<file path="config.mk">
export PLATFORM = sky130hd
export DESIGN_NAME = serial_subtractor
export DESIGN_NICKNAME = d
export VERILOG_FILES = /design/src/rtl/serial_subtractor.sv
export SDC_FILE = /design/constraint.sdc
export NUM_CORES = 1
export LEC_CHECK = 0
export CORE_MARGIN = 5
export CORE_UTILIZATION = 50
export DETAILED_ROUTE_END_ITERATION = 10
export PLACE_DENSITY = 0.77
export REMOVE_ABC_BUFFERS = 1
export SLEW_MARGIN = 5
export SYNTH_ARGS = -nofsm -noshare
export SYNTH_HDL_FRONTEND = slang
export SYNTH_SLANG_ARGS = --single-unit
</file>
<file path="constraint.sdc">
create_clock -name clk -period 2.9 [get_ports clk]
set_clock_uncertainty 0.2 [all_clocks]
set_input_delay 0.58 -clock clk [delete_from_list [all_inputs] [get_ports clk]]
set_output_delay 0.58 -clock clk [all_outputs]
set_load 0.02 [all_outputs]
</file>
<file path="src/rtl/serial_subtractor.sv">
// Bit-serial unsigned subtractor: A - B - Bin computed LSB first, one bit per clock.
// D/Bout update only when the final bit is produced; busy marks SHIFT, done marks DONE.
module serial_subtractor #(
   parameter int width = 5
) (
   input  logic             clk,
   input  logic             rst,
   input  logic             start,
   input  logic [width-1:0] A,
   input  logic [width-1:0] B,
   input  logic             Bin,
   output logic [width-1:0] D,
   output logic             Bout,
   output logic             busy,
   output logic             done
);

   localparam int CW = (width > 1) ? $clog2(width) : 1;
   localparam logic [CW-1:0] LAST_BIT = CW'(width - 1);

   typedef enum logic [1:0] {IDLE, SHIFT, DONE} state_t;

   state_t           state_q, state_d;
   logic [width-1:0] a_q, a_d;
   logic [width-1:0] b_q, b_d;
   logic [width-1:0] acc_q, acc_d;
   logic [width-1:0] d_q, d_d;
   logic             br_q, br_d;
   logic             bout_q, bout_d;
   logic [CW-1:0]    cnt_q, cnt_d;
   logic             a_bit, b_bit, diff_bit, br_next, last;

   always_comb begin
      a_bit    = a_q[0];
      b_bit    = b_q[0];
      diff_bit = a_bit ^ b_bit ^ br_q;
      br_next  = (~a_bit & b_bit) | (~(a_bit ^ b_bit) & br_q);
      last     = (cnt_q == LAST_BIT);

      state_d = state_q;
      a_d     = a_q;
      b_d     = b_q;
      acc_d   = acc_q;
      d_d     = d_q;
      br_d    = br_q;
      bout_d  = bout_q;
      cnt_d   = cnt_q;

      case (state_q)
         IDLE, DONE: begin
            if (start) begin
               a_d     = A;
               b_d     = B;
               br_d    = Bin;
               acc_d   = '0;
               cnt_d   = '0;
               state_d = SHIFT;
            end else if (state_q == DONE) begin
               state_d = IDLE;
            end
         end
         SHIFT: begin
            // Difference bits enter at the MSB so the word is aligned after width shifts.
            a_d   = a_q >> 1;
            b_d   = b_q >> 1;
            br_d  = br_next;
            acc_d = {diff_bit, acc_q[width-1:1]};
            if (last) begin
               d_d     = {diff_bit, acc_q[width-1:1]};
               bout_d  = br_next;
               state_d = DONE;
            end else begin
               cnt_d = cnt_q + CW'(1);
            end
         end
         default: state_d = IDLE;
      endcase
   end

   always_ff @(posedge clk or posedge rst) begin
      if (rst) begin
         state_q <= IDLE;
         a_q     <= '0;
         b_q     <= '0;
         acc_q   <= '0;
         d_q     <= '0;
         br_q    <= 1'b0;
         bout_q  <= 1'b0;
         cnt_q   <= '0;
      end else begin
         state_q <= state_d;
         a_q     <= a_d;
         b_q     <= b_d;
         acc_q   <= acc_d;
         d_q     <= d_d;
         br_q    <= br_d;
         bout_q  <= bout_d;
         cnt_q   <= cnt_d;
      end
   end

   assign D    = d_q;
   assign Bout = bout_q;
   assign busy = (state_q == SHIFT);
   assign done = (state_q == DONE);

endmodule

</file>
==> impl_metrics.toml <==
[synthesis]
async_reset_ff_share_pct = 100
yosysUniqueCellTypes = 27
syn_area_um2 = 1140
synth_top_area_share_pct = 56.9
seq_area_frac_synth_pct = 56.9
synth_seq_cells = 26
synthTopCellsByCount = "dfrtp_1 (26), nor2_1 (9), o22ai_1 (8), nor3_1 (7)"
synth_area_leader_cell = "dfrtp_1"
yosysMostFrequentCell = "dfrtp_1"
synth_ff_type = "dfrtp_1"
syn_area_per_cell_um2 = 12.2
postSynthCellCount = 94
synth_edf_count = 0
yosysWarningCount = 0
synth.area.top_cells = "dfrtp_1 (57%), mux2_2 (4.9%), a22o_1 (4.6%), o22ai_1 (4.4%), nor3_1 (3.1%)"

[sta]
min_period_ps = 2740
max_freq_ghz = 0.365
rsz0062_at_grt = "no"
tightest_slew_ps = 546
tns_ps = 0
whs_ps = 305
slew_headroom_pct = 63.4
setup_viol = 0
finalCritPeriodShare_pct = 94.5
hold_viol = 0
report.final.slew_viol_count = 0

[pwr]
p_clk_share_pct = 11.6
switching_share_pct = 37.6
internal_power_uw = 965
p_leak_uw = 0.000635
p_seq_share_pct = 41.0
ir_drop_mv = 0.692
p_sw_uw = 582
power.density_nw_per_um2 = 1110
power_frac_comb_pct = 47.4

[worst_setup_path]
critPathSlowestCell = "clkdlybuf4s50_1"
end_kind = "output pin"
crit_type = "reg -> out"
crit_chain = "nand2b_1, clkinv_8, clkdlybuf4s50_1"
cp.arrival_ps = 1960
slowest_delay_ps = 580
cp_top_family = "buffers and inverters"
critPathBufInv = 2
crit_path_max_fanout = 14
crit_required_ps = 2120
worst_setup_path_start_kind = "register"

[die]
start_util_pct = 52.2
die_area_um2 = 3340
dieHeight_um = 57.8
core-area_um2 = 2190
io_pins = 22
die_w_um = 57.8
rows = 17

[global_route]
grt_max_degree = 27
gr-total-overflow = 0
antenna_found_initial = 0
grt_first_pass_wirelength_mm = 3.62
grt_pass1_vias = 826
grt_usage_pct = 14.1

[min_path]
hold_path.class = "reg -> reg"

[run]
drv_cap = 0

[clock_tree]
cts_setup_buffers = 0
root_buffer = "clkbuf_4"
cts.repair.resized = 0
cts_sinks = 26
clkLatencyLatePin_ps = 310
clockBufferDepth = 2
cts_hold_buf = 0
cts_buffers = 3
cts_tree = "yes"
cts_max_level = 1
path_clk_slew_ps = 130

[finish]
final_layout_size_suffix_gt1_share_pct = 13.8
stdcell_area_um2 = 1400
syn_to_final_growth_pct = 22.2
final_nets = 134
regArea_um2 = 651
fill_cells = 181
multiInputGateArea_um2 = 419
diodes = 0

[place]
postPlaceCellArea_um2 = 1360
port_buffers = 21
dp_hpwl_mm = 1.44
gp_congestion = 0.768

[routing]
routedWlPerCell_um = 14.0
antenna_left = 0
drtIter0Drc = 18
remaining_drc_errors = 0
drt_wl_total_mm = 2.02
dr.pass1.iters = 4
vias_per_cell = 5.42
dr_total_vias = 780

[run_status]
status = "complete, no violations"
## flip-flops by register name, indices dropped and copies added (netlist names)
| name | cells |
|---|---|
| Bout | 1 |
| D | 5 |
| a_q | 5 |
| acc_q | 4 |
| b_q | 5 |
| br_q | 1 |
| cnt_q | 3 |
| state_q | 2 |
## final timing paths
kind / end / slack (ps) / start / depth (start not counted)
min in group asynchronous: D[0] / 390 / rst / 3
max reg2reg: cnt_q[1] / 1130 / state_q[0] / 4
min: Bout / 310 / Bout / 2
max in group asynchronous: br_q / 1860 / rst / 3
max: busy / 160 / state_q[0] / 3
min reg2reg: Bout / 310 / Bout / 2
## cell type report
| type | instances | share of cell area [%] |
|---|---|---|
| Clock buffer | 4 | 2.60 |
| Inverter | 7 | 2.78 |
| Tap cell | 28 | 2.51 |
| Sequential cell | 26 | 46.6 |
| Timing Repair Buffer | 22 | 15.6 |
| Multi-Input combinational cell | 57 | 30.0 |
## logic make-up after synthesis
family,count (synthesis),synth area share (%)
and+or+nand+nor,28,13.8
buffers and inverters,11,6.46
AOI/OAI and AO/OA,19,11.8
muxes,7,7.11
adders and majority gates,3,3.94
DFF,26,56.9
## cells in the final DEF (no fill, tap or decap), types with 3 or more instances in the layout
cell / n
dfrtp_1: 26
clkdlybuf4s50_1: 21
nor2_1: 9
o22ai_1: 8
nor3_1: 7
a22o_1: 6
inv_1: 6
mux2_2: 5
nand2_1: 4
clkbuf_4: 3
## routing by layer
layer / share of wire (%) / global-route usage (%) / wire [um] / vias to the layer above
li1: - / - / - / 375
met1: 45 / 17.4 / 909 / 373
met2: 48 / 23.2 / 962 / 25
met3: 4.9 / 3.12 / 99 / 7
met4: 2.2 / 6.62 / 45 / 0
met5: 0 / 0 / 0 / -
## per-stage QoR
step / setup slack, ps / std cells / utilization, % / power [uW]
global route: 33.3 / 144 / 63.8 / 1690
detailed placement: 507 / 140 / 62.1 / 1390
finish: 160 / 144 / 63.8 / 1550
global placement: 528 / 140 / 62.1 / 1360
CTS: 144 / 144 / 63.8 / 1570
floorplan: 1190 / 90 / - / 1150
## power by group through the flow
stage	Sequential, uW	Clock (uW)	Combinational [uW]
6_report	635	179	734
5_1_grt	660	201	824
4_1_cts	636	184	745
3_5_place_dp	644	0	742
3_3_place_gp	636	0	721
2_1_floorplan	668	0	487
## worst min-delay path: cells and delay by family, from the launching register on
kind / cells / cell delay (ps)
AO/OA/AOI/OAI: 1 / 60
flip-flops: 1 / 370
AND/OR/NAND/NOR: 1 / 50
No activity file was read; power rests on OpenSTA's default activity.
